`config.mk`:
```
export PLATFORM = sky130hd
export DESIGN_NAME = upg_word_loader_flat
export DESIGN_NICKNAME = d
export VERILOG_FILES = /design/src/rtl/upg_word_loader_if.sv /design/src/rtl/upg_word_loader.sv /design/src/flat_wrapper.sv
export SDC_FILE = /design/constraint.sdc
export NUM_CORES = 1
export LEC_CHECK = 0
export CAP_MARGIN = 0
export CORE_MARGIN = 2
export CORE_UTILIZATION = 56
export CTS_BUF_LIST = sky130_fd_sc_hd__clkbuf_8 sky130_fd_sc_hd__clkbuf_16
export DETAILED_ROUTE_END_ITERATION = 8
export PLACE_DENSITY = 0.85
export SLEW_MARGIN = 20
export SYNTH_ARGS = -nofsm -noshare
export SYNTH_HDL_FRONTEND = slang
export SYNTH_SLANG_ARGS = --single-unit
```
`constraint.sdc`:
```
create_clock -name upg_clk_i -period 2.6 [get_ports upg_clk_i]
set_input_delay 0.39 -clock upg_clk_i [delete_from_list [all_inputs] [get_ports upg_clk_i]]
set_output_delay 0.39 -clock upg_clk_i [all_outputs]
set_load 0.02 [all_outputs]
```
`src/rtl/upg_word_loader_if.sv`:
```
`timescale 1ns/1ps
`default_nettype none
// ============================================================================
//  Module   : upg_word_loader_if
//  Purpose  : Bundles the byte-stream input and the memory programming
//             outputs of the word loader.
//  Signals  : start_i     - arm pulse
//             rx_valid_i  - received-byte strobe
//             rx_data_i   - received byte
//             upg_wen_o   - one-cycle write pulse per word
//             upg_adr_o   - word address (qualified by upg_wen_o)
//             upg_dat_o   - word data    (qualified by upg_wen_o)
//             upg_done_o  - transfer complete
//             err_o       - transfer aborted
//             busy_o      - transfer in progress
//  Modports : master - byte source / memory side
//             slave  - the loader
//  Revision : 1.0 - initial release
// ============================================================================
interface upg_word_loader_if;
    logic        start_i;
    logic        rx_valid_i;
    logic [7:0]  rx_data_i;
    logic        upg_wen_o;
    logic [13:0] upg_adr_o;
    logic [31:0] upg_dat_o;
    logic        upg_done_o;
    logic        err_o;
    logic        busy_o;

    modport master (
        output start_i, rx_valid_i, rx_data_i,
        input  upg_wen_o, upg_adr_o, upg_dat_o, upg_done_o, err_o, busy_o
    );

    modport slave (
        input  start_i, rx_valid_i, rx_data_i,
        output upg_wen_o, upg_adr_o, upg_dat_o, upg_done_o, err_o, busy_o
    );
endinterface
`default_nettype wire

```
`src/rtl/upg_word_loader.sv`:
```
`timescale 1ns/1ps
`default_nettype none
// ============================================================================
//  Module   : upg_word_loader
//  Purpose  : Parses a 2-byte little-endian word count from the UART byte
//             stream, assembles little-endian 32-bit words and issues one
//             write pulse per word on the memory programming port.
//  Ports    : upg_clk_i   - clock, rising edge
//             upg_rst_n_i - asynchronous active-low reset
//             bus         - upg_word_loader_if.slave (byte in, writes out)
//  Params   : TIMEOUT_CYC - idle cycles tolerated between bytes in LEN_HI/DATA
//             MAX_WORDS   - largest legal word count
//  Revision : 1.0 - initial release
// ============================================================================
module upg_word_loader #(
    parameter int TIMEOUT_CYC = 1_000_000,
    parameter int MAX_WORDS   = 16384
) (
    input  wire logic        upg_clk_i,
    input  wire logic        upg_rst_n_i,
    upg_word_loader_if.slave bus
);

    localparam int                 TMO_W       = $clog2(TIMEOUT_CYC + 1);
    localparam logic [TMO_W-1:0]   C_TMO_LAST  = TMO_W'(TIMEOUT_CYC - 1);
    localparam logic [TMO_W-1:0]   C_TMO_ONE   = TMO_W'(1);
    localparam logic [16:0]        C_MAX_WORDS = 17'(MAX_WORDS);

    typedef enum logic [2:0] {
        S_IDLE   = 3'd0,
        S_LEN_LO = 3'd1,
        S_LEN_HI = 3'd2,
        S_DATA   = 3'd3,
        S_WRITE  = 3'd4,
        S_DONE   = 3'd5,
        S_ERR    = 3'd6
    } state_t;

    state_t           r_state;
    state_t           w_state_nxt;

    logic [7:0]       r_cnt_lo;
    logic [15:0]      r_rem;
    logic [13:0]      r_wcnt;
    logic [1:0]       r_bidx;
    logic [23:0]      r_word;     // bytes 0..2 of the word being assembled
    logic [TMO_W-1:0] r_tmo;

    logic             r_wen;
    logic [13:0]      r_adr;
    logic [31:0]      r_dat;
    logic             r_done;
    logic             r_err;
    logic             r_busy;

    logic [15:0]      w_count;
    logic             w_tmo_hit;

    assign w_count   = {bus.rx_data_i, r_cnt_lo};
    // Hitting LAST with no byte this cycle means the next edge is the
    // TIMEOUT_CYC-th idle edge since the last accepted byte.
    assign w_tmo_hit = (r_tmo == C_TMO_LAST);

    // ------------------------------------------------------------------
    // State register
    // ------------------------------------------------------------------
    always_ff @(posedge upg_clk_i or negedge upg_rst_n_i) begin
        if (!upg_rst_n_i) begin
            r_state <= S_IDLE;
        end else begin
            r_state <= w_state_nxt;
        end
    end

    // ------------------------------------------------------------------
    // Next-state logic
    // ------------------------------------------------------------------
    always_comb begin
        w_state_nxt = r_state;
        case (r_state)
            S_IDLE, S_DONE, S_ERR: begin
                if (bus.start_i) w_state_nxt = S_LEN_LO;
            end
            S_LEN_LO: begin
                if (bus.rx_valid_i) w_state_nxt = S_LEN_HI;
            end
            S_LEN_HI: begin
                if (bus.rx_valid_i) begin
                    if (w_count == 16'd0)                  w_state_nxt = S_DONE;
                    else if ({1'b0, w_count} > C_MAX_WORDS) w_state_nxt = S_ERR;
                    else                                   w_state_nxt = S_DATA;
                end else if (w_tmo_hit) begin
                    w_state_nxt = S_ERR;
                end
            end
            S_DATA: begin
                if (bus.rx_valid_i) begin
                    if (r_bidx == 2'd3) w_state_nxt = S_WRITE;
                end else if (w_tmo_hit) begin
                    w_state_nxt = S_ERR;
                end
            end
            S_WRITE: begin
                if (r_rem == 16'd1) w_state_nxt = S_DONE;
                else                w_state_nxt = S_DATA;
            end
            default: w_state_nxt = S_IDLE;
        endcase
    end

    // ------------------------------------------------------------------
    // Datapath and registered outputs
    // ------------------------------------------------------------------
    always_ff @(posedge upg_clk_i or negedge upg_rst_n_i) begin
        if (!upg_rst_n_i) begin
            r_cnt_lo <= '0;
            r_rem    <= '0;
            r_wcnt   <= '0;
            r_bidx   <= '0;
            r_word   <= '0;
            r_tmo    <= '0;
            r_wen    <= 1'b0;
            r_adr    <= '0;
            r_dat    <= '0;
            r_done   <= 1'b0;
            r_err    <= 1'b0;
            r_busy   <= 1'b0;
        end else begin
            // Status flags follow the state being entered, so they are
            // flop outputs that line up exactly with the state register.
            r_wen  <= (w_state_nxt == S_WRITE);
            r_done <= (w_state_nxt == S_DONE);
            r_err  <= (w_state_nxt == S_ERR);
            r_busy <= (w_state_nxt == S_LEN_LO) || (w_state_nxt == S_LEN_HI) ||
                      (w_state_nxt == S_DATA)   || (w_state_nxt == S_WRITE);

            case (r_state)
                S_IDLE, S_DONE, S_ERR: begin
                    if (bus.start_i) begin
                        r_wcnt <= '0;
                        r_bidx <= '0;
                        r_tmo  <= '0;
                    end
                end
                S_LEN_LO: begin
                    if (bus.rx_valid_i) begin
                        r_cnt_lo <= bus.rx_data_i;
                        r_tmo    <= '0;
                    end
                end
                S_LEN_HI: begin
                    if (bus.rx_valid_i) begin
                        r_rem  <= w_count;
                        r_bidx <= '0;
                        r_tmo  <= '0;
                    end else begin
                        r_tmo <= r_tmo + C_TMO_ONE;
                    end
                end
                S_DATA: begin
                    if (bus.rx_valid_i) begin
                        r_tmo  <= '0;
                        r_bidx <= r_bidx + 2'd1;
                        case (r_bidx)
                            2'd0: r_word[7:0]   <= bus.rx_data_i;
                            2'd1: r_word[15:8]  <= bus.rx_data_i;
                            2'd2: r_word[23:16] <= bus.rx_data_i;
                            default: begin
                                // Capture into separate output registers so
                                // the next word can assemble during WRITE.
                                r_dat <= {bus.rx_data_i, r_word};
                                r_adr <= r_wcnt;
                            end
                        endcase
                    end else begin
                        r_tmo <= r_tmo + C_TMO_ONE;
                    end
                end
                S_WRITE: begin
                    r_wcnt <= r_wcnt + 14'd1;
                    r_rem  <= r_rem - 16'd1;
                    // A byte here is byte 0 of the next word, unless this was
                    // the last word and the transfer is finishing.
                    if (bus.rx_valid_i && (r_rem != 16'd1)) begin
                        r_word[7:0] <= bus.rx_data_i;
                        r_bidx      <= 2'd1;
                        r_tmo       <= '0;
                    end else begin
                        r_bidx <= 2'd0;
                    end
                end
                default: begin
                end
            endcase
        end
    end

    assign bus.upg_wen_o  = r_wen;
    assign bus.upg_adr_o  = r_adr;
    assign bus.upg_dat_o  = r_dat;
    assign bus.upg_done_o = r_done;
    assign bus.err_o      = r_err;
    assign bus.busy_o     = r_busy;

endmodule
`default_nettype wire

```
`src/flat_wrapper.sv`:
```
// flat-port wrapper written by rule: the top's interface ports become plain ports
module upg_word_loader_flat 
#(
    parameter int TIMEOUT_CYC = 1_000_000,
    parameter int MAX_WORDS   = 16384
)
  (upg_clk_i, upg_rst_n_i, bus_start_i, bus_rx_valid_i, bus_rx_data_i, bus_upg_wen_o, bus_upg_adr_o, bus_upg_dat_o, bus_upg_done_o, bus_err_o, bus_busy_o);
  upg_word_loader_if bus_i ();
  input  wire logic upg_clk_i;
  input  wire logic upg_rst_n_i;
  input wire logic [$bits(bus_i.start_i)-1:0] bus_start_i;
  input wire logic [$bits(bus_i.rx_valid_i)-1:0] bus_rx_valid_i;
  input wire logic [$bits(bus_i.rx_data_i)-1:0] bus_rx_data_i;
  output wire logic [$bits(bus_i.upg_wen_o)-1:0] bus_upg_wen_o;
  output wire logic [$bits(bus_i.upg_adr_o)-1:0] bus_upg_adr_o;
  output wire logic [$bits(bus_i.upg_dat_o)-1:0] bus_upg_dat_o;
  output wire logic [$bits(bus_i.upg_done_o)-1:0] bus_upg_done_o;
  output wire logic [$bits(bus_i.err_o)-1:0] bus_err_o;
  output wire logic [$bits(bus_i.busy_o)-1:0] bus_busy_o;
  assign bus_i.start_i = bus_start_i;
  assign bus_i.rx_valid_i = bus_rx_valid_i;
  assign bus_i.rx_data_i = bus_rx_data_i;
  assign bus_upg_wen_o = bus_i.upg_wen_o;
  assign bus_upg_adr_o = bus_i.upg_adr_o;
  assign bus_upg_dat_o = bus_i.upg_dat_o;
  assign bus_upg_done_o = bus_i.upg_done_o;
  assign bus_err_o = bus_i.err_o;
  assign bus_busy_o = bus_i.busy_o;
  upg_word_loader #(.TIMEOUT_CYC(TIMEOUT_CYC), .MAX_WORDS(MAX_WORDS)) u_core (.upg_clk_i(upg_clk_i), .upg_rst_n_i(upg_rst_n_i), .bus(bus_i));
endmodule
```
==> results of run 1 <==
==> power breakdown <==
part	total (mW)	switching, mW	internal [mW]
clock	2.41	0.917	1.49
combinational	2.07	1.14	0.929
sequential	3.11	0.489	2.62
total	7.59	2.55	5.04
==> how the worst max path moves through the flow <==
stage,startpoint,endpoint,slack (ns),cells after the start
global placement,bus_rx_data_i[3],u_core.bus.busy_o,0.12,9
CTS,u_core.r_state[1],u_core.r_word[16],0.24,3
finish,u_core.r_state[1],u_core.r_word[16],0.16,3
floorplan,u_core.r_rem[8],u_core.r_word[0],0.64,5
global route,u_core.r_state[1],u_core.bus.upg_wen_o,0.05,6
detailed placement,bus_rx_data_i[5],u_core.bus.busy_o,0.11,9
==> synth_stat cells, types with 2 or more instances <==
master / count
sky130_fd_sc_hd__a222oi_1: 2
sky130_fd_sc_hd__a22oi_1: 2
sky130_fd_sc_hd__or3_1: 3
sky130_fd_sc_hd__and4_1: 4
sky130_fd_sc_hd__clkbuf_1: 18
sky130_fd_sc_hd__nand3_1: 18
sky130_fd_sc_hd__dfrtp_1: 137
sky130_fd_sc_hd__buf_4: 2
sky130_fd_sc_hd__buf_2: 6
sky130_fd_sc_hd__a21oi_1: 17
sky130_fd_sc_hd__nor2b_1: 4
sky130_fd_sc_hd__a211oi_1: 3
sky130_fd_sc_hd__a311oi_1: 6
sky130_fd_sc_hd__mux2i_1: 3
sky130_fd_sc_hd__nor3b_1: 2
sky130_fd_sc_hd__nor2_1: 31
sky130_fd_sc_hd__nor3_1: 14
sky130_fd_sc_hd__o21ai_0: 46
sky130_fd_sc_hd__xor2_1: 4
sky130_fd_sc_hd__inv_1: 18
sky130_fd_sc_hd__nand4_1: 14
sky130_fd_sc_hd__mux2_2: 78
sky130_fd_sc_hd__o211ai_1: 3
sky130_fd_sc_hd__and2_1: 6
sky130_fd_sc_hd__nand2_1: 53
sky130_fd_sc_hd__nand2b_1: 5
sky130_fd_sc_hd__o31ai_1: 7
sky130_fd_sc_hd__ha_1: 9
sky130_fd_sc_hd__nor4_1: 7
sky130_fd_sc_hd__o311ai_0: 2
sky130_fd_sc_hd__a31oi_1: 3
sky130_fd_sc_hd__and3_1: 13
sky130_fd_sc_hd__o22ai_1: 5
==> flip-flops by register name, indices dropped and copies added, names as in the netlist <==
signal,cells
u_core.bus.busy_o,1
u_core.bus.err_o,1
u_core.bus.upg_adr_o,14
u_core.bus.upg_dat_o,32
u_core.bus.upg_done_o,1
u_core.bus.upg_wen_o,1
u_core.r_bidx,2
u_core.r_cnt_lo,8
u_core.r_rem,16
u_core.r_state,3
u_core.r_tmo,20
u_core.r_wcnt,14
u_core.r_word,24
==> cell type report <==
| cell class | instances | area, um^2 | area share |
|---|---|---|---|
| Sequential cell | 137 | 3430 | 0.438 |
| Multi-Input combinational cell | 389 | 2720 | 0.348 |
| Timing Repair Buffer | 89 | 843 | 0.108 |
| Clock buffer | 17 | 425 | 0.0544 |
| Tap cell | 140 | 175 | 0.0224 |
| Clock inverter | 14 | 160 | 0.0205 |
| Inverter | 18 | 67.6 | 0.00864 |
==> metal layers <==
metal,routed length [um],part of all wire,vias to the layer above,global-route usage
li1,-,-,2245,-
met1,6220,0.42,2452,0.345
met2,7470,0.50,210,0.450
met3,1020,0.068,27,0.0664
met4,253,0.017,0,0.0893
met5,0,0,-,0
==> cell families after synthesis <==
family,after synthesis,synth area share
compound gates,110,0.110
xor+xnor,5,0.00692
buf+inv,46,0.0298
mux,81,0.144
simple gates,184,0.150
flops,137,0.542
fa+ha+maj,9,0.0178
==> per-stage QoR <==
step	hold WS [ns]	cell area [um^2]	power, mW	std cells	utilization
floorplan	0.0944	6330	4.41	572	-
global placement	0.456	7240	5.00	773	0.662
detailed placement	0.462	7240	5.15	773	0.662
CTS	0.0551	7820	7.58	804	0.715
global route	0.0913	7820	7.96	804	0.715
finish	0.0339	7820	7.59	804	0.715
==> tab_implementation.tex, run 1 <==
\begin{tabular}{lr}
\hline
Metric & Value \\
\hline
\multicolumn{2}{l}{\textbf{CTS}} \\
Deepest clock path buffer count & 2 \\
Clock net sink count & 137 \\
Post-CTS setup buffer count & 0 \\
Clock-pin slew on the worst setup and hold paths & 0.06 ns \\
Clock buffers created by TritonCTS & 17 \\
Clock root cell & sky130\_fd\_sc\_hd\_\_clkbuf\_16 \\
TritonCTS clock tree & yes \\
Resized Gates After CTS & 0 \\
Number of buffers inserted by hold repair at cts & 0 \\
Number of H-tree levels & 4 \\
Clock insertion delay at the later pin of the skew report & 0.42 ns \\
\multicolumn{2}{l}{\textbf{Synthesis}} \\
Number of register bits inferred by synthesis & 137 \\
Mean cell area of the mapped netlist & 11.1 um\^{}2 \\
Post-synth ARST share & 1.00 \\
Warning count from the yosys run & 0 \\
Yosys cell types & 60 \\
Most area-hungry cell type in the Yosys netlist & sky130\_fd\_sc\_hd\_\_dfrtp\_1 \\
Post-Synthesis Cell Area & 6330 um\^{}2 \\
Total nets after synthesis & 593 \\
Synthesized netlist cell count & 572 \\
Dominant register cell in the synthesized netlist & sky130\_fd\_sc\_hd\_\_dfrtp\_1 \\
Largest cells by area after synthesis & sky130\_fd\_sc\_hd\_\_dfrtp\_1 (54\%), sky130\_fd\_sc\_hd\_\_mux2\_2 (14\%), sky130\_fd\_sc\_hd\_\_o21ai\_0 (3.6\%) \\
Sequential-to-total area share from yosys stat & 0.542 \\
EDFF count, synth & 0 \\
Synth top area share & 0.542 \\
\multicolumn{2}{l}{\textbf{Timing}} \\
Endpoints failing hold & 0 \\
Final Cycle Share & 0.940 \\
Number of pins with negative max-slew slack in the final report & 0 \\
PnR worst setup slack & 0.156 ns \\
Final count of negative-setup-slack endpoints & 0 \\
Slew @ Worst Pin & 0.826 ns \\
RSZ-0062 raised after global routing & false \\
Tmin final & 2.44 ns \\
Fmax & 409 MHz \\
Slew Limit Headroom & 0.448 \\
Fin Setup TNS & 0 ns \\
Fin Clk Skew & 0.00728 ns \\
\multicolumn{2}{l}{\textbf{Status}} \\
Outcome & finished clean \\
\multicolumn{2}{l}{\textbf{Placement}} \\
Post-placement worst setup slack & 0.110 ns \\
Routability cong. & 0.892 \\
Port bufs & 61 \\
HPWL after detailed placement & 9910 um \\
\multicolumn{2}{l}{\textbf{Setup path}} \\
Count of cells along the worst register-to-register path & 3 \\
Critical path buffers and inverters & 0 \\
CP Max Fanout & 11 \\
Type of origin of the critical path & register \\
Largest incremental delay on the critical path & 0.72 ns \\
CP required & 2.90 ns \\
Critical path class & reg2reg \\
Kind of cell adding the most delay to the critical path & simple AND/OR/NAND/NOR gates \\
Worst reg-to-reg setup slack & 0.16 ns \\
Reg-to-Reg Start & u\_core.r\_state[1] \\
Data arrival time of the critical path & 2.75 ns \\
Critical R2R Capture & u\_core.r\_word[16] \\
Nature of the critical path endpoint & register \\
Cell at the slowest stage of the critical path & sky130\_fd\_sc\_hd\_\_nor2b\_1 \\
Series of cell instances along the critical path & nor2b\_1 -> nand4\_1 -> mux2\_2 \\
\multicolumn{2}{l}{\textbf{Route}} \\
Average detailed-routed wire length per instance & 18.6 um \\
Count of nets left with antenna violations after detail routing & 0 \\
Detailed-route wire length & 15000 um \\
Vias per cell & 6.14 \\
Number of design-rule violations left by the first detailed-router iteration & 482 \\
Number of vias in the routed layout & 4934 \\
Length of the first detailed-routing pass in iterations & 5 \\
DRC violation count after routing & 0 \\
\multicolumn{2}{l}{\textbf{Floorplan}} \\
Vertical die dimension & 110 um \\
Total die area & 12200 um\^{}2 \\
Die X-Extent & 110 um \\
Top Ports & 62 \\
Floorplan Core Area & 10900 um\^{}2 \\
Std cell rows & 38 \\
Starting Density & 0.579 \\
\multicolumn{2}{l}{\textbf{Flow run}} \\
Max-capacitance violation count & 0 \\
\multicolumn{2}{l}{\textbf{Cells and area}} \\
Ratio of cells with drive above 1 in the final layout & 0.217 \\
Area Growth Syn to Fin & 23.6\% \\
Number of filler cells placed in the layout & 738 \\
Most common library cell in the layout ignoring fill and taps & sky130\_fd\_sc\_hd\_\_dfrtp\_1 \\
Most frequent cells in the layout & sky130\_fd\_sc\_hd\_\_dfrtp\_1 (137), sky130\_fd\_sc\_hd\_\_mux2\_2 (78), sky130\_fd\_sc\_hd\_\_clkdlybuf4s50\_1 (60) \\
Antenna diodes & 0 \\
Final-stage net count & 673 \\
\multicolumn{2}{l}{\textbf{Global route}} \\
Global-route wire length before repair & 24800 um \\
Via count of the first global-routing pass & 4925 \\
Antenna violations before repair & 0 \\
Overall track demand over capacity in global routing & 0.269 \\
Global route overflow & 0 \\
Pin count of the biggest net entering global routing & 58 \\
\multicolumn{2}{l}{\textbf{Power}} \\
Power density cells & 970 nW/um\^{}2 \\
Max IR drop VDD & 0.596 mV \\
Total leakage power & 3.55 nW \\
\multicolumn{2}{l}{\textbf{Worst hold path}} \\
Tightest Hold Check Type & in2async \\
\hline
\end{tabular}
No activity file was read; power rests on OpenSTA's default activity.
==> run 2, diff against run 1 <==
- SETUP_SLACK_MARGIN: not set -> 0.15
- SKIP_CTS_REPAIR_TIMING: not set -> 1
==> run 2 against run 1 <==
Compared with the run above: register-to-register slack better by 0.20 ns; worst hold slack worse by 0.0031 ns; sequential cell count unchanged; routed wire length up 0.25%; utilization up 0.091 points; via count down 0.47%; critical path depth up 2; die area unchanged; cell count unchanged; final area up 0.13%; critical path type unchanged.
==> tab_implementation.tex, run 2 (synthesis results as in run 1) <==
\begin{tabular}{lr}
\hline
Metric & Value \\
\hline
\multicolumn{2}{l}{\textbf{Worst hold path}} \\
Tightest Hold Check Type & in2async \\
\multicolumn{2}{l}{\textbf{CTS}} \\
Clock buffers created by TritonCTS & 17 \\
Clock root cell & sky130\_fd\_sc\_hd\_\_clkbuf\_16 \\
TritonCTS clock tree & yes \\
Number of H-tree levels & 4 \\
Clock net sink count & 137 \\
Clock insertion delay at the later pin of the skew report & 0.42 ns \\
Deepest clock path buffer count & 2 \\
Clock-pin slew on the worst setup and hold paths & 0.06 ns \\
\multicolumn{2}{l}{\textbf{Cells and area}} \\
Most frequent cells in the layout & sky130\_fd\_sc\_hd\_\_dfrtp\_1 (137), sky130\_fd\_sc\_hd\_\_mux2\_2 (78), sky130\_fd\_sc\_hd\_\_clkdlybuf4s50\_1 (60) \\
Ratio of cells with drive above 1 in the final layout & 0.220 \\
Area Growth Syn to Fin & 23.7\% \\
Antenna diodes & 0 \\
Max reg flops & 32 \\
Most common library cell in the layout ignoring fill and taps & sky130\_fd\_sc\_hd\_\_dfrtp\_1 \\
Final-stage net count & 673 \\
Number of filler cells placed in the layout & 738 \\
Design Area, Final & 7830 um\^{}2 \\
\multicolumn{2}{l}{\textbf{Global route}} \\
Pin count of the biggest net entering global routing & 58 \\
Busiest metal layer after global routing & met2 \\
Global-route wire length before repair & 24800 um \\
GR met3 Demand/Resource & 0.0664 \\
Global Route met1 Usage & 0.345 \\
Overall track demand over capacity in global routing & 0.269 \\
Via count of the first global-routing pass & 4925 \\
Met2 global-route usage & 0.450 \\
Antenna violations before repair & 0 \\
Global route overflow & 0 \\
\multicolumn{2}{l}{\textbf{Setup path}} \\
Data arrival time of the critical path & 2.55 ns \\
Count of cells along the worst register-to-register path & 5 \\
Critical path class & reg2reg \\
Reg-to-Reg Start & u\_core.r\_rem[8] \\
Cell at the slowest stage of the critical path & sky130\_fd\_sc\_hd\_\_or4\_4 \\
Kind of cell adding the most delay to the critical path & simple AND/OR/NAND/NOR gates \\
Largest incremental delay on the critical path & 0.58 ns \\
Nature of the critical path endpoint & register \\
Worst reg-to-reg setup slack & 0.35 ns \\
Type of origin of the critical path & register \\
Critical R2R Capture & u\_core.r\_word[0] \\
Series of cell instances along the critical path & or4\_4 -> nor3\_4 -> a21oi\_2 -> o21ai\_4 -> mux2\_2 \\
CP required & 2.90 ns \\
CP Max Fanout & 8 \\
Critical path buffers and inverters & 0 \\
Cell count along the critical path & 5 \\
\multicolumn{2}{l}{\textbf{Placement}} \\
Routability cong. & 0.892 \\
Placed standard-cell area & 7240 um\^{}2 \\
HPWL after detailed placement & 9910 um \\
Port bufs & 61 \\
\multicolumn{2}{l}{\textbf{Timing}} \\
Fin Setup TNS & 0 ns \\
Number of pins with negative max-slew slack in the final report & 0 \\
Fmax & 445 MHz \\
Tmin final & 2.25 ns \\
Slew @ Worst Pin & 0.740 ns \\
RSZ-0062 raised after global routing & false \\
Endpoints failing hold & 0 \\
Fin Clk Skew & 0.00763 ns \\
Final count of negative-setup-slack endpoints & 0 \\
Final Cycle Share & 0.865 \\
Slew Limit Headroom & 0.507 \\
\multicolumn{2}{l}{\textbf{Route}} \\
Length of the first detailed-routing pass in iterations & 6 \\
Number of design-rule violations left by the first detailed-router iteration & 428 \\
Detailed-route wire length & 15000 um \\
Average detailed-routed wire length per instance & 18.7 um \\
Count of nets left with antenna violations after detail routing & 0 \\
Vias per cell & 6.11 \\
Number of vias in the routed layout & 4911 \\
DRC violation count after routing & 0 \\
\multicolumn{2}{l}{\textbf{Floorplan}} \\
Top Ports & 62 \\
Starting Density & 0.579 \\
Die X-Extent & 110 um \\
Floorplan Core Area & 10900 um\^{}2 \\
Total die area & 12200 um\^{}2 \\
Std cell rows & 38 \\
Vertical die dimension & 110 um \\
\multicolumn{2}{l}{\textbf{Status}} \\
Outcome & finished clean \\
\multicolumn{2}{l}{\textbf{Power}} \\
Max IR drop VDD & 0.597 mV \\
Power density cells & 971 nW/um\^{}2 \\
Total leakage power & 3.56 nW \\
\multicolumn{2}{l}{\textbf{Flow run}} \\
Max-capacitance violation count & 0 \\
\hline
\end{tabular}
==> run 2: cell counts in the layout (fill, tap and decap cells not counted) <==
No cell type changed its count.
==> run 2: routing by layer <==
metal / wire [um] / share of wire
met1: 6180 / 0.41
met2: 7530 / 0.50
met3: 1040 / 0.069
met4: 253 / 0.017
met5: 0 / 0
==> run 2: cell type report <==
type                       instances  area [um^2]  area share
sequential                       137         3430       0.438
multi-input combinational        389         2730       0.349
timing repair buffer              89          843       0.108
clock buffer                      17          425      0.0543
tap                              140          175      0.0224
clock inverter                    14          160      0.0204
inverter                          18         67.6     0.00863
==> run 2: how the worst max path moves through the flow <==
| stage | slack, ns | endpoint | start |
|---|---|---|---|
| 4_1_cts | 0.24 | u_core.r_word[16] | u_core.r_state[1] |
| 3_5_place_dp | 0.11 | u_core.bus.busy_o | bus_rx_data_i[5] |
| 6_report | 0.35 | u_core.r_word[0] | u_core.r_rem[8] |
| 5_1_grt | 0.18 | u_core.r_tmo[3] | u_core.r_state[0] |
| 2_1_floorplan | 0.64 | u_core.r_word[0] | u_core.r_rem[8] |
| 3_3_place_gp | 0.12 | u_core.bus.busy_o | bus_rx_data_i[3] |
==> run 2: where the power goes <==
group          internal (mW)  leakage, nW  switching (mW)
sequential              2.62         1.82           0.493
clock                   1.49        0.289           0.918
combinational          0.934         1.45            1.15
total                   5.05         3.56            2.56
==> run 2: per-stage QoR <==
stage               utilization  power, mW  setup slack, ns  std cells  hold slack, ns
floorplan                     -       4.41            0.643        572          0.0944
global placement          0.662       5.00            0.116        773           0.456
global route              0.716       7.97            0.182        804          0.0913
finish                    0.716       7.61            0.352        804          0.0308
CTS                       0.715       7.58            0.238        804          0.0551
detailed placement        0.662       5.15            0.110        773           0.462
==> run 3, diff against run 2 <==
- CORE_ASPECT_RATIO: not set -> 1.5
==> run 3 against run 2 <==
Compared with the run above: the run now ends with negative hold slack left; via count shrank 0.47%; global-route usage shrank 0.54 points; utilization shrank 0.34 points; maximum frequency shrank 3.2%; clock power grew 7%; combinational power is essentially flat; final area grew 0.62%; critical endpoint is now u_core.bus.busy_o; largest cell class unchanged.
==> tab_implementation.tex, run 3 (synthesis results as in run 1) <==
\begin{tabular}{lr}
\hline
Metric & Value \\
\hline
\multicolumn{2}{l}{\textbf{Status}} \\
Outcome & finished with violations \\
Failing checks & negative hold slack \\
\multicolumn{2}{l}{\textbf{Setup path}} \\
Nature of the critical path endpoint & register \\
Critical path buffers and inverters & 1 \\
CP Max Fanout & 4 \\
Cell at the slowest stage of the critical path & sky130\_fd\_sc\_hd\_\_clkdlybuf4s50\_1 \\
Series of cell instances along the critical path & clkdlybuf4s50\_1 -> nor4\_1 -> and4\_1 -> a22oi\_1 -> o31ai\_1 -> nor2\_1 -> xor2\_1 \\
CP required & 2.89 ns \\
Worst reg-to-reg setup slack & 0.33 ns \\
Largest incremental delay on the critical path & 0.53 ns \\
Kind of cell adding the most delay to the critical path & simple AND/OR/NAND/NOR gates \\
Critical path class & in2reg \\
Cell count along the critical path & 7 \\
Data arrival time of the critical path & 2.62 ns \\
Count of cells along the worst register-to-register path & 6 \\
Type of origin of the critical path & input port \\
\multicolumn{2}{l}{\textbf{Floorplan}} \\
Starting Density & 0.573 \\
Top Ports & 62 \\
Total die area & 12200 um\^{}2 \\
Vertical die dimension & 134 um \\
Floorplan Core Area & 11100 um\^{}2 \\
Die X-Extent & 90.8 um \\
Std cell rows & 47 \\
\multicolumn{2}{l}{\textbf{Timing}} \\
RSZ-0062 raised after global routing & false \\
Fmax & 431 MHz \\
Fin Clk Skew & 0.0160 ns \\
Number of pins with negative max-slew slack in the final report & 0 \\
Fin Setup TNS & 0 ns \\
Final Cycle Share & 0.893 \\
Final count of negative-setup-slack endpoints & 0 \\
Endpoints failing hold & 9 \\
Tmin final & 2.32 ns \\
Slew @ Worst Pin & 0.669 ns \\
Slew Limit Headroom & 0.554 \\
Worst hold margin & -0.0195 ns \\
\multicolumn{2}{l}{\textbf{CTS}} \\
Clock-pin slew on the worst setup and hold paths & 0.07 ns \\
Clock root cell & sky130\_fd\_sc\_hd\_\_clkbuf\_16 \\
Clock insertion delay at the later pin of the skew report & 0.43 ns \\
Clock net sink count & 137 \\
Number of H-tree levels & 4 \\
Clock buffers created by TritonCTS & 17 \\
TritonCTS clock tree & yes \\
Deepest clock path buffer count & 2 \\
\multicolumn{2}{l}{\textbf{Route}} \\
Vias per cell & 6.03 \\
Number of design-rule violations left by the first detailed-router iteration & 465 \\
Post-Route M1 WL & 5750 um \\
Length of the first detailed-routing pass in iterations & 5 \\
Sum of met3 wire segment lengths after detailed routing & 818 um \\
Average detailed-routed wire length per instance & 18.6 um \\
Top routing layer used & met4 \\
Amount of wire on met2 after detailed routing & 7970 um \\
Count of nets left with antenna violations after detail routing & 0 \\
DRC violation count after routing & 0 \\
Number of vias in the routed layout & 4888 \\
Detailed-route wire length & 15100 um \\
\multicolumn{2}{l}{\textbf{Cells and area}} \\
Antenna diodes & 0 \\
Most frequent cells in the layout & sky130\_fd\_sc\_hd\_\_dfrtp\_1 (137), sky130\_fd\_sc\_hd\_\_mux2\_2 (78), sky130\_fd\_sc\_hd\_\_clkdlybuf4s50\_1 (60) \\
Fraction of the core area covered by cells at the end of the flow & 0.713 \\
Final-stage net count & 671 \\
Area Growth Syn to Fin & 24.5\% \\
Most common library cell in the layout ignoring fill and taps & sky130\_fd\_sc\_hd\_\_dfrtp\_1 \\
Max reg flops & 32 \\
Ratio of cells with drive above 1 in the final layout & 0.220 \\
\multicolumn{2}{l}{\textbf{Global route}} \\
Pin count of the biggest net entering global routing & 50 \\
Overall track demand over capacity in global routing & 0.264 \\
Via count of the first global-routing pass & 5091 \\
Global route overflow & 0 \\
Antenna violations before repair & 0 \\
Global-route wire length before repair & 25300 um \\
\multicolumn{2}{l}{\textbf{Power}} \\
Power density cells & 986 nW/um\^{}2 \\
Max IR drop VDD & 0.740 mV \\
Total leakage power & 3.57 nW \\
\multicolumn{2}{l}{\textbf{Flow run}} \\
Max-capacitance violation count & 0 \\
\multicolumn{2}{l}{\textbf{Worst hold path}} \\
Tightest Hold Check Type & in2async \\
\multicolumn{2}{l}{\textbf{Placement}} \\
Routability cong. & 0.903 \\
HPWL after detailed placement & 9970 um \\
Port bufs & 61 \\
\hline
\end{tabular}
run 3: stage by stage:
step	setup WS (ns)	std cells	cell area (um^2)	power, mW	hold WS [ns]
CTS	0.339	810	7880	7.77	-0.00373
finish	0.278	810	7880	7.77	-0.0195
detailed placement	0.0689	778	7240	5.13	0.443
floorplan	0.643	572	6330	4.41	0.0944
global route	0.228	810	7880	8.17	0.0288
global placement	0.119	778	7240	4.98	0.434
run 3: final timing paths:
path / startpoint / to
worst min register to register: u_core.r_rem[15] / u_core.r_rem[15]
worst min-delay path: upg_rst_n_i / u_core.bus.upg_dat_o[4]
min in group upg_clk_i: u_core.r_rem[15] / u_core.r_rem[15]
worst max register to register: u_core.r_cnt_lo[1] / u_core.bus.busy_o
worst max-delay path: bus_rx_data_i[2] / u_core.bus.busy_o
max in group asynchronous: upg_rst_n_i / u_core.r_tmo[16]
run 3: report_power, final:
part / total [mW] / switching, mW / internal [mW]
sequential: 3.10 / 0.475 / 2.62
clock: 2.59 / 0.967 / 1.62
combinational: 2.09 / 1.16 / 0.930
total: 7.77 / 2.60 / 5.18
run 3: per-layer routing:
| metal | GRT usage | vias to the layer above |
|---|---|---|
| li1 | - | 2248 |
| met1 | 0.303 | 2406 |
| met2 | 0.464 | 187 |
| met3 | 0.0618 | 47 |
| met4 | 0.125 | 0 |
| met5 | 0 | - |
run 3: area by class of cell:
cell class / instances / area, um^2
flip-flops and latches: 137 / 3430
multi-input cells: 389 / 2720
well taps: 147 / 184
repair buffers: 87 / 841
inverters: 18 / 67.6
clock buffers: 17 / 425
clock inverters: 15 / 213
fillers: 766 / 3170
